File: src/rtl/prbs_core_lfsr.sv
// Selectable-length Fibonacci LFSR (PN3..PN31) in the DAC clock domain.
// Emits one PRBS bit per enabled cycle plus an end-of-period pulse.
module prbs_core_lfsr #(
  parameter logic [30:0] SEED = 31'h7FFF_FFFF
) (
  input  logic       dac_clk,
  input  logic       reset_n,
  input  logic       lfsr_clk_enable,
  input  logic [3:0] prbs_pn_select_reg,
  output logic       prbs_bit_out,
  output logic       data_valid
);

  logic [3:0]  sel_q;
  logic [30:0] s;
  logic [30:0] s_nxt;
  logic [30:0] mask;
  logic [4:0]  len;
  logic [4:0]  tap;
  logic        msb;
  logic        fb;
  logic        wrap;
  logic        reload;

  // Reserved selects fall through to PN7.
  always_comb begin
    len = 5'd7;
    tap = 5'd6;
    case (sel_q)
      4'd0: begin len = 5'd3;  tap = 5'd2;  end
      4'd1: begin len = 5'd7;  tap = 5'd6;  end
      4'd2: begin len = 5'd9;  tap = 5'd5;  end
      4'd3: begin len = 5'd11; tap = 5'd9;  end
      4'd4: begin len = 5'd15; tap = 5'd14; end
      4'd5: begin len = 5'd20; tap = 5'd17; end
      4'd6: begin len = 5'd23; tap = 5'd18; end
      4'd7: begin len = 5'd31; tap = 5'd28; end
      default: begin
        len = 5'd7;
        tap = 5'd6;
      end
    endcase
  end

  always_comb begin
    mask   = 31'h7FFF_FFFF >> (5'd31 - len);
    msb    = s[len - 5'd1];
    fb     = msb ^ s[tap - 5'd1];
    s_nxt  = {s[29:0], fb} & mask;
    wrap   = (s_nxt == (SEED & mask));
    reload = (prbs_pn_select_reg != sel_q);
  end

  // Reset beats reload, reload beats advance.
  always_ff @(posedge dac_clk) begin
    if (reset_n) begin
      s            <= SEED;
      sel_q        <= prbs_pn_select_reg;
      prbs_bit_out <= 1'b0;
      data_valid   <= 1'b0;
    end else if (reload) begin
      s            <= SEED;
      sel_q        <= prbs_pn_select_reg;
      prbs_bit_out <= 1'b0;
      data_valid   <= 1'b0;
    end else if (lfsr_clk_enable) begin
      s            <= s_nxt;
      prbs_bit_out <= msb;
      data_valid   <= wrap;
    end else begin
      data_valid   <= 1'b0;
    end
  end

endmodule

File: config.mk
export PLATFORM = sky130hd
export DESIGN_NAME = prbs_core_lfsr
export DESIGN_NICKNAME = d
export VERILOG_FILES = /design/src/rtl/prbs_core_lfsr.sv
export SDC_FILE = /design/constraint.sdc
export NUM_CORES = 1
export LEC_CHECK = 0
export ABC_AREA = 1
export BUFFER_PORTS_ARGS = -buffer_cell sky130_fd_sc_hd__buf_2
export CAP_MARGIN = 20
export CORE_MARGIN = 3
export CORE_UTILIZATION = 50
export DETAILED_ROUTE_END_ITERATION = 10
export PLACE_DENSITY = 0.75
export RECOVER_POWER = 25
export SYNTH_ARGS = -nofsm -noshare
export SYNTH_HDL_FRONTEND = slang
export SYNTH_SLANG_ARGS = --single-unit
File: constraint.sdc
create_clock -name dac_clk -period 6.5 [get_ports dac_clk]
set_clock_uncertainty 0.15 [all_clocks]
set_input_delay 1.625 -clock dac_clk [delete_from_list [all_inputs] [get_ports dac_clk]]
set_output_delay 1.625 -clock dac_clk [all_outputs]
set_load 0.02 [all_outputs]
---- After elaboration in Yosys (flattened, before gate mapping) ----
Memory sizes are Yosys's and may differ from the RTL's. A register that Yosys moved wholly into a read port is not among the register bits.
Cells that the tools add are included.
W data, S select, Z words.
word-level totals
  bits in read-only memories .............. 80
  bits in registers ....................... 37
  input bits .............................. 7
  logic and storage cells ................. 27
  RAM bits ................................ 0
  bits in latches ......................... 0
  memories ................................ 1
cells by class
  muxes and demuxes ....................... 8
  order comparisons ....................... 2
  add/sub/neg operators ................... 3
  reductions and logical operators ........ 3
  bitwise operators ....................... 3
  divide/modulo/power cells ............... 0
  equality and inequality tests ........... 2
  shift operators ......................... 1
  multipliers ............................. 0
memory list
  name             words  bits a word  read ports  clocked after Yosys merged registers in  write ports  line  source
  (no name shown)  8      10           1           1                                        0            29    case (sel_q)
operators with widths
  cell                     number
  $and A31 B31 Y31         1
  $eq A31 B31 Y1           1
  $shr A31 B5 Y31 const A  1
  $lt A5 B6 Y1 const B     2
  $bmux W1 S5              2
  $mux W10                 1
  $sub A5 B1 Y5 const B    2
  $mux W4                  2
  $sub A5 B5 Y5 const A    1
  $ne A4 B4 Y1             1
  $mux W3                  1
  $reduce_or A3 Y1         1
  $mux W1                  2
  $reduce_bool A2 Y1       1
  $reduce_or A2 Y1         1
  $not A1 Y1               1
  $xor A1 B1 Y1            1

---- Longest topological paths before layout ----
Gate-level depths: netlist of run 1.
  depth after elaboration ................. 7
  gate-level depth with buffers ........... 17
  gate-level depth less buffers ........... 15

---- Least setup slack after synthesis of run 1 ----
No wires, ideal clock.
  kind .................................... input port to flip-flop
  start ................................... input port prbs_pn_select_reg[1]
  end ..................................... register s[14]
  cell stages on the path ................. 7
  required time ........................... 6.212 ns
  setup slack ............................. 3.602 ns
  buffers on the path ..................... 1
  data arrival time ....................... 2.611 ns
  library setup time ...................... 0.138 ns
  cell sequence ........................... inv_1 o22ai_1 inv_1 nand4_2 inv_1 buf_4 o221ai_1
between the ends
  longest elaborated chain between the ends .. 2
RTL lines
  item                               line  source
  start: declaration                 9     input logic [3:0] prbs_pn_select_reg,
  $ne A4 B4 Y1                       51    reload = (prbs_pn_select_reg != sel_q);
  $reduce_or A2 Y1 (no source line)  --
  end signal: assignment             67    s <= s_nxt;
  end: declaration                   15    logic [30:0] s;
Every way passes these cells.
A chain may end at the register's enable or synchronous reset.

---- Worst setup path in the final report of run 1 ----
  start ................................... input port prbs_pn_select_reg[2]
  end ..................................... register s[2]
Same word-level chain as after synthesis.

==> results of run 1 <==
worst paths after layout:
check | cells past startpoint | to | from
max | 6 | s[2] | prbs_pn_select_reg[2]
min | 2 | prbs_bit_out | prbs_bit_out
min reg2reg | 2 | prbs_bit_out | prbs_bit_out
max reg2reg | 14 | data_valid | sel_q[3]
power groups by stage:
| stage | Combinational (mW) | Sequential [mW] | Clock, mW |
|---|---|---|---|
| finish | 0.116 | 0.308 | 0.185 |
| global route | 0.131 | 0.309 | 0.198 |
| CTS | 0.114 | 0.308 | 0.187 |
| global placement | 0.111 | 0.314 | 0 |
| detailed placement | 0.113 | 0.314 | 0 |
| floorplan | 0.0903 | 0.310 | 0 |
stage by stage:
step / worst slack (ps) / cells
floorplan: 3602 / 479
global placement: 2784 / 543
detailed placement: 2714 / 543
CTS: 3046 / 551
global route: 2720 / 551
finish: 3015 / 551
worst max-delay path: stages:
cell and delay, ps:
clkbuf_1 220, xor2_1 120, nor3_2 130, nand4_2 360, inv_1 730, o311ai_0 250
layout by cell type (no fill, tap or decap), types with 4 or more instances in the layout:
master    synthesis  routed
edfxtp_1          4       4
a21oi_1          10      10
nand2_1         134     134
ha_1              6       6
o21ai_0          22      22
clkbuf_1          8       4
inv_2             4       4
inv_1            62      62
clkbuf_8          0       6
buf_2             1       4
o22ai_1          10      10
nand2_4           4       4
nand3_1          47      47
dfxtp_1          42      42
nand2_2           7       7
nor2_2            5       5
nor2_1           59      59
a31oi_1           4       4
o221ai_1         18      18
o211ai_1          5       5
layer usage:
layer	track usage [%]	vias to the layer above	routed length (um)
li1	-	1564	-
met1	38.69	1431	4055
met2	38.88	190	3784
met3	7.262	35	1026
met4	10.79	0	311
met5	0	-	0
cell families after synthesis:
group,after synthesis
AND/OR/NAND/NOR,263
buffers and inverters,85
AO/OA/AOI/OAI,77
flip-flops,46
adder cells (fa/ha/maj),6
XOR/XNOR,2
final cells by class:
| class | count | area, um^2 |
|---|---|---|
| Clock buffer | 6 | 82.58 |
| Clock inverter | 2 | 12.51 |
| Fill cell | 577 | 2520 |
| Inverter | 69 | 261.5 |
| Multi-Input combinational cell | 348 | 1747 |
| Sequential cell | 46 | 960.9 |
| Tap cell | 72 | 90.09 |
| Timing Repair Buffer | 8 | 35.03 |
==> flow_metrics.py, run 1 <==
metrics = {
    "sta": {
        "clock.fmax_mhz": 286.9,
        "setup-tns-final_ps": 0,
        "post-route-period-util_pct": 53.62,
        "tightest_slew_ps": 927.9,
        "rsz0062_at_grt": "false",
        "holdWs_ps": 341.7,
        "setup_viol": 0,
        "hold_violations": 0,
        "drv_slew": 0,
        "max_slew_margin_pct": 38.14,
        "period_minus_slack_ps": 3485,
    },
    "clock_tree": {
        "cts_tree": "yes",
        "cts_setup_buffers": 0,
        "cts-root-buf": "clkbuf_8",
        "worstSkewPairLatency_ps": 310,
        "cts-buffers-inserted": 5,
        "path_clk_slew_ps": 80,
        "hold_buffers": 0,
        "cts_resized": 0,
        "clock_sinks": 46,
        "clk_path_buf_depth": 2,
        "h-tree-depth": 2,
    },
    "yosys": {
        "yosys.area.top_type": "dfxtp_1",
        "seq_area_frac_synth_pct": 31.32,
        "ys_top_cells_by_area": "dfxtp_1 (27%), nand2_1 (16%), nand3_1 (7.7%)",
        "synth_cell_type_count": 36,
        "synthArstFlopShare_pct": 0,
        "synth_top_family_by_area": "simple AND/OR/NAND/NOR gates",
        "synth_commonest_cells": "nand2_1 (134), inv_1 (62), nor2_1 (59)",
        "synth.most_common_cell": "nand2_1",
        "synthXorXnorAreaFrac_pct": 0.5710,
        "synth_area_um2": 3068,
        "syn_nets": 492,
        "synth_top_area_share_pct": 27.41,
        "synth_edf_count": 4,
        "syn_avg_cell_area_um2": 6.405,
        "synthAdderAreaFrac_pct": 2.447,
        "synthCells": 479,
        "synth_ff_type": "dfxtp_1",
        "synth_warnings": 0,
        "ys_seq_elements": 46,
        "yosys.area_share.simple_pct": 37.44,
        "synth_compound_area_share_pct": 16.48,
        "synth.area.mux_share_pct": 0,
    },
    "power": {
        "p_switching_mw": 0.1944,
        "seqPwrFrac_pct": 50.7,
        "power_leakage_nw": 1.707,
        "ir_drop_mv": 0.1940,
        "p_per_area_nw_per_um2": 190.9,
        "p_int_mw": 0.4145,
        "total_power_mw": 0.6089,
        "clock_power_share_pct": 30.4,
        "p_sw_share_pct": 31.93,
        "p_comb_share_pct": 19.0,
    },
    "run": {
        "maxCapViolCount": 0,
    },
    "global_routing": {
        "antenna_found_initial": 0,
        "track_usage_pct": 27.17,
        "grt_pass1_vias": 2979,
        "grt_pass1_wl_mm": 15.25,
        "grt_max_degree": 58,
        "overflow": 0,
    },
    "route": {
        "drt-total-wl_mm": 9.178,
        "post_drt_wl_per_cell_um": 16.66,
        "vias": 3220,
        "drt-pass1-iter-count": 6,
        "drtAntennaViolNets": 0,
        "drt_iter0_markers": 425,
        "route.detailed.drc": 0,
        "vias_per_cell": 5.844,
    },
    "setup_path": {
        "arrival_ps": 3460,
        "required_ps": 6480,
        "critPathKind": "primary input to register",
        "start_kind": "primary input",
        "end_kind": "register",
        "crit_path_max_fanout": 25,
        "reg2reg_setup_slack_ps": 3520,
    },
    "layout": {
        "final_nets": 491,
        "final_core_util_pct": 55.86,
        "diodes": 0,
        "fin_area_um2": 3189,
        "layout-drive-gt1-share_pct": 8.351,
        "areaGrowthSynthToFinish_pct": 3.956,
    },
    "die": {
        "io_pins": 9,
        "dieArea_um2": 7112,
        "initial_core_util_pct": 53.74,
        "core_um2": 5709,
        "fp.dieW_um": 84.33,
        "num_rows": 27,
        "dieHeight_um": 84.33,
    },
    "outcome": {
        "status": "complete, no violations",
    },
    "hold_path": {
        "hold_path.class": "register to register",
    },
    "place": {
        "hpwl_mm": 7.070,
        "globalplace.congestion": 0.9816,
        "io_buffers": 8,
        "placed_area_um2": 3099,
    },
}
Note: power is estimated with default switching activity, not from simulation.
==> run 2: changes to the inputs <==
--- a/config.mk
+++ b/config.mk
@@ -11,7 +11,7 @@
 export CORE_MARGIN = 3
 export CORE_UTILIZATION = 50
 export DETAILED_ROUTE_END_ITERATION = 10
-export PLACE_DENSITY = 0.75
+export PLACE_DENSITY = 0.78
 export RECOVER_POWER = 25
 export SYNTH_ARGS = -nofsm -noshare
 export SYNTH_HDL_FRONTEND = slang
==> constraint.sdc (replaced) <==
create_clock -name dac_clk -period 3.2 [get_ports dac_clk]
set_clock_uncertainty 0.15 [all_clocks]
set_input_delay 0.8 -clock dac_clk [delete_from_list [all_inputs] [get_ports dac_clk]]
set_output_delay 0.8 -clock dac_clk [all_outputs]
set_load 0.02 [all_outputs]
==> run 2 against run 1 <==
Against the previous run: register-to-register slack worse by 2900 ps; power rose by 110%; non-clock buffer count is 5 higher; combinational power rose by 110%; die area stayed put; global-route usage increased by 0.23 points; count of clock-buffer cells in the layout unchanged; critical path depth up 9; cell area up 1.6%; via count up 2.5%; routed wire length up 4.3%; worst hold slack barely moved; critical path type is now register to register; largest power group unchanged.
==> flow_metrics.py, run 2 (synthesis gave the netlist of run 1 again) <==
metrics = {
    "clock_tree": {
        "cts_resized": 0,
        "cts_setup_buffers": 0,
        "clk_path_buf_depth": 2,
        "path_clk_slew_ps": 90,
        "h-tree-depth": 2,
        "cts-buffers-inserted": 5,
        "worstSkewPairLatency_ps": 310,
        "hold_buffers": 0,
        "cts_tree": "yes",
        "clock_sinks": 46,
        "cts-root-buf": "clkbuf_8",
    },
    "global_routing": {
        "grt_pass1_vias": 3037,
        "track_usage_pct": 27.39,
        "grt_max_degree": 31,
        "antenna_found_initial": 0,
        "overflow": 0,
        "grt_pass1_wl_mm": 15.47,
    },
    "sta": {
        "rsz0062_at_grt": "false",
        "holdWs_ps": 341.3,
        "hold_violations": 0,
        "drv_slew": 0,
        "clock.fmax_mhz": 386.4,
        "max_slew_margin_pct": 63.29,
        "setup_viol": 0,
        "setup-tns-final_ps": 0,
        "post-route-period-util_pct": 80.88,
        "tightest_slew_ps": 550.6,
        "period_minus_slack_ps": 2588,
    },
    "die": {
        "dieHeight_um": 84.33,
        "io_pins": 9,
        "fp.dieW_um": 84.33,
        "num_rows": 27,
        "core_um2": 5709,
        "dieArea_um2": 7112,
        "initial_core_util_pct": 53.74,
    },
    "route": {
        "vias": 3302,
        "drt-pass1-iter-count": 7,
        "drt-total-wl_mm": 9.569,
        "route.detailed.drc": 0,
        "post_drt_wl_per_cell_um": 17.21,
        "vias_per_cell": 5.939,
        "drtAntennaViolNets": 0,
        "drt_iter0_markers": 466,
    },
    "place": {
        "hpwl_mm": 7.391,
        "placed_area_um2": 3137,
        "globalplace.congestion": 1.084,
        "io_buffers": 8,
    },
    "layout": {
        "seq_area_um2": 960.9,
        "n_fill_cell": 566,
        "final_common_cell": "nand2_1",
        "final_cell_mix": "nand2_1 (134), inv_1 (62), nor2_1 (59), nand3_1 (47), dfxtp_1 (42)",
        "fin_area_um2": 3242,
        "layout-drive-gt1-share_pct": 9.091,
        "final_nets": 496,
        "areaGrowthSynthToFinish_pct": 5.669,
        "diodes": 0,
        "final_core_util_pct": 56.78,
        "multi_input_area_um2": 1747,
    },
    "hold_path": {
        "min_to": "prbs_bit_out",
        "holdPathStages": 2,
        "hold_path.class": "register to register",
        "hp-start": "prbs_bit_out",
    },
    "setup_path": {
        "r2r_cells": 15,
        "arrival_ps": 2650,
        "timing.rr.end": "data_valid",
        "reg2reg_setup_slack_ps": 610,
        "required_ps": 3270,
        "start_kind": "register",
        "critPathKind": "register to register",
        "end_kind": "register",
        "crit_path_max_fanout": 7,
        "r2r-start": "sel_q[3]",
    },
    "power": {
        "ir_drop_mv": 0.2430,
        "power_leakage_nw": 1.736,
        "p_per_area_nw_per_um2": 403.3,
    },
    "run": {
        "maxCapViolCount": 0,
    },
    "outcome": {
        "status": "complete, no violations",
    },
}
run 2: changes by cell type in the layout (fill, tap and decap cells not counted):
cell | before | now
buf_4 | 0 | 5
clkbuf_1 | 4 | 5
bufinv_16 | 0 | 1
clkbuf_8 | 6 | 5
clkinv_2 | 1 | 0
run 2: metal layers:
layer / share of wire [%] / vias up / GRT usage (%)
li1: - / 1567 / -
met1: 42 / 1455 / 36.43
met2: 43 / 225 / 41.25
met3: 10 / 55 / 6.281
met4: 4.5 / 0 / 14.53
met5: 0 / - / 0
run 2: worst max-delay path, cell delays in order (launching register included):
cell and delay (ps):
edfxtp_1 530, nor2_1 320, inv_1 120, ha_1 380, inv_1 160, o21ai_0 110, inv_1 70, nand2_1 50
nand3_1 130, nand2_1 70, nand2_1 60, nand2_1 70, nand2_1 90, nand3_1 90, nand2_1 70, inv_1 40
run 2: area by class of cell:
cell class              count  share of cell area (%)
multi-input cells         348                   53.88
inverters                  69                   8.066
flip-flops and latches     46                   29.64
clock inverters             2                   1.158
repair buffers             13                   2.239
clock buffers               6                   2.239
well taps                  72                   2.779
run 2: how the worst max path moves through the flow:
stage / end / startpoint / slack [ps]
2_1_floorplan: data_valid / sel_q[3] / 1070
3_3_place_gp: data_valid / sel_q[3] / 720
3_5_place_dp: s[2] / prbs_pn_select_reg[1] / 720
4_1_cts: data_valid / sel_q[3] / 700
5_1_grt: data_valid / sel_q[3] / 420
6_report: data_valid / sel_q[3] / 610
run 2: stage by stage:
stage                     instances  total power [mW]  setup WS (ps)
final                           556             1.308          611.9
after global routing            556             1.368          424.7
after CTS                       556             1.301          697.2
after detailed placement        548            0.8741          717.2
after global placement          548            0.8712          718.7
after floorplan                 479            0.8122           1066
run 2: power breakdown:
part	switching, mW	leakage (nW)	internal [mW]
registers	0.0239	0.386	0.601
clock network	0.204	0.0514	0.233
logic	0.176	1.30	0.0697
total	0.403	1.74	0.904
==> run 3: changes to the inputs <==
--- a/config.mk
+++ b/config.mk
@@ -5,13 +5,13 @@
 export SDC_FILE = /design/constraint.sdc
 export NUM_CORES = 1
 export LEC_CHECK = 0
-export ABC_AREA = 1
+export ABC_AREA = 0
 export BUFFER_PORTS_ARGS = -buffer_cell sky130_fd_sc_hd__buf_2
 export CAP_MARGIN = 20
 export CORE_MARGIN = 3
 export CORE_UTILIZATION = 50
 export DETAILED_ROUTE_END_ITERATION = 10
-export PLACE_DENSITY = 0.78
+export PLACE_DENSITY = 0.75
 export RECOVER_POWER = 25
 export SYNTH_ARGS = -nofsm -noshare
 export SYNTH_HDL_FRONTEND = slang
==> constraint.sdc (replaced) <==
create_clock -name dac_clk -period 2.65 [get_ports dac_clk]
set_clock_uncertainty 0.15 [all_clocks]
set_input_delay 0.6625 -clock dac_clk [delete_from_list [all_inputs] [get_ports dac_clk]]
set_output_delay 0.6625 -clock dac_clk [all_outputs]
set_load 0.02 [all_outputs]
==> run 3 against run 2 <==
Against the previous run: sequential power up 22%; routed wire length down 8.3%; critical path depth down 7; utilization up 1.4 points; setup slack worse by 420 ps; sequential share of layout area down 0.73 points; die area down 0.67%; critical path type unchanged; worst hold slack better by 19 ps.
==> flow_metrics.py, run 3 <==
metrics = {
    "sta": {
        "setup-tns-final_ps": 0,
        "worst_slack_ps": 195.8,
        "setup_viol": 0,
        "clock.fmax_mhz": 407.5,
        "hold_violations": 0,
        "period_minus_slack_ps": 2454,
        "rsz0062_at_grt": "false",
        "post-route-period-util_pct": 92.61,
        "drv_slew": 0,
        "max_slew_margin_pct": 60.75,
        "tightest_slew_ps": 581.4,
        "holdWs_ps": 360.7,
    },
    "layout": {
        "areaGrowthSynthToFinish_pct": 9.121,
        "layout-drive-gt1-share_pct": 14.29,
        "diodes": 0,
        "n_fill_cell": 527,
        "final_cell_mix": "nand2_1 (48), dfxtp_1 (42), nor2_1 (31), o21ai_0 (26), buf_4 (25)",
        "fin_area_um2": 3323,
        "final_nets": 411,
        "final_common_cell": "nand2_1",
        "final_core_util_pct": 58.21,
    },
    "die": {
        "dieArea_um2": 7064,
        "fp.dieW_um": 84.05,
        "core_um2": 5709,
        "dieHeight_um": 84.05,
        "num_rows": 27,
        "io_pins": 9,
        "initial_core_util_pct": 53.34,
    },
    "clock_tree": {
        "clock_sinks": 46,
        "cts_tree": "yes",
        "cts_resized": 0,
        "path_clk_slew_ps": 90,
        "cts-buffers-inserted": 5,
        "cts-root-buf": "clkbuf_8",
        "worstSkewPairLatency_ps": 310,
        "clk_path_buf_depth": 2,
        "cts_setup_buffers": 0,
        "h-tree-depth": 2,
        "hold_buffers": 0,
    },
    "yosys": {
        "synth_ff_type": "dfxtp_1",
        "ys_top_cells_by_area": "dfxtp_1 (28%), o221ai_1 (6.9%), nand2_1 (5.9%)",
        "synth_warnings": 0,
        "syn_avg_cell_area_um2": 7.710,
        "synth.most_common_cell": "nand2_1",
        "synthCells": 395,
        "synth_edf_count": 4,
        "synth_top_area_share_pct": 27.61,
        "syn_nets": 408,
        "synth_commonest_cells": "nand2_1 (48), dfxtp_1 (42), nor2_1 (31)",
        "seq_area_frac_synth_pct": 31.55,
        "ys_seq_elements": 46,
        "yosys.area.top_type": "dfxtp_1",
        "synth_area_um2": 3045,
        "synthArstFlopShare_pct": 0,
        "synth_cell_type_count": 58,
    },
    "outcome": {
        "status": "complete, no violations",
    },
    "route": {
        "drtAntennaViolNets": 0,
        "drt-total-wl_mm": 8.771,
        "route.detailed.drc": 0,
        "drt-pass1-iter-count": 8,
        "vias_per_cell": 6.607,
        "drt_iter0_markers": 447,
        "post_drt_wl_per_cell_um": 18.62,
        "vias": 3112,
    },
    "global_routing": {
        "grt_pass1_vias": 2822,
        "grt_pass1_wl_mm": 14.51,
        "track_usage_pct": 25.47,
        "antenna_found_initial": 0,
        "grt_max_degree": 37,
        "overflow": 0,
    },
    "hold_path": {
        "hp-start": "prbs_bit_out",
        "hold_path.class": "register to register",
    },
    "place": {
        "io_buffers": 8,
        "hpwl_mm": 6.371,
        "globalplace.congestion": 1.006,
        "dp_slack_ps": 123.4,
        "placed_area_um2": 3214,
    },
    "setup_path": {
        "critical_path.slowest_cell": "or3b_2",
        "end_kind": "register",
        "critPathKind": "register to register",
        "required_ps": 2720,
        "slowest_delay_ps": 460,
        "start_kind": "register",
        "path_cells": "buf_4 > or3b_2 > a21oi_1 > a211oi_1 > o2111ai_1 > nand4_1 > xor2_1 > a2111oi_2",
        "arrival_ps": 2520,
        "crit_path_max_fanout": 9,
    },
    "power": {
        "p_per_area_nw_per_um2": 488.1,
        "power_leakage_nw": 1.391,
        "ir_drop_mv": 0.3628,
    },
    "run": {
        "maxCapViolCount": 0,
    },
}
==> run 3: cell count changes after synthesis, moves of 11 or more <==
cell and delta:
nand2b_1 +11, nand2_1 -86, nand3_1 -39, inv_1 -38, nor2_1 -28, a21oi_1 +13
clkbuf_1 +16
==> run 3: cell type report <==
type / count / area (um^2) / share of cell area [%]
clock buffer: 7 / 96.34 / 2.899
clock inverter: 1 / 8.758 / 0.2636
inverter: 25 / 93.84 / 2.824
multi-input combinational: 287 / 1851 / 55.69
sequential: 46 / 960.9 / 28.92
tap: 72 / 90.09 / 2.711
timing repair buffer: 33 / 222.7 / 6.702
==> run 3: path summary, 6_finish.rpt <==
check                 endpoint  slack, ps  cells after the start
setup / recovery    data_valid        200                      8
hold reg to reg   prbs_bit_out        360                      2
hold / removal    prbs_bit_out        360                      2
setup reg to reg    data_valid        200                      8
==> run 3: per-layer routing <==
layer  part of all wire [%]  GRT usage [%]
met5                      0              0
met4                    3.8          10.96
met3                    9.9          4.245
met2                     45          38.45
met1                     42          35.52
==> run 3: kinds of logic after synthesis <==
logic type	count (synthesis)	synth area share [%]
fa+ha+maj	6	2.465
xor+xnor	7	2.013
flops	46	31.55
simple gates	136	21.73
compound gates	125	29.25
buf+inv	62	8.422
mux	13	4.561
==> run 3: critical path: cells and delay by family, from the launching register on <==
kind                      cells  cell delay [ps]
AOI/OAI and AO/OA             4              730
DFF                           1              420
xor gates and xnor gates      1              210
and+or+nand+nor               2              630
buffers and inverters         1              220
==> run 3: report_power, final <==
group	total, mW	switching, mW	internal (mW)
Clock	0.498	0.258	0.240
Combinational	0.361	0.214	0.148
Sequential	0.763	0.0366	0.726
Total	1.62	0.508	1.11
==> run 3: per-stage QoR <==
| step | cells | power (mW) |
|---|---|---|
| global route | 471 | 1.704 |
| finish | 471 | 1.622 |
| detailed placement | 463 | 1.130 |
| floorplan | 395 | 1.040 |
| global placement | 463 | 1.125 |
| CTS | 471 | 1.624 |
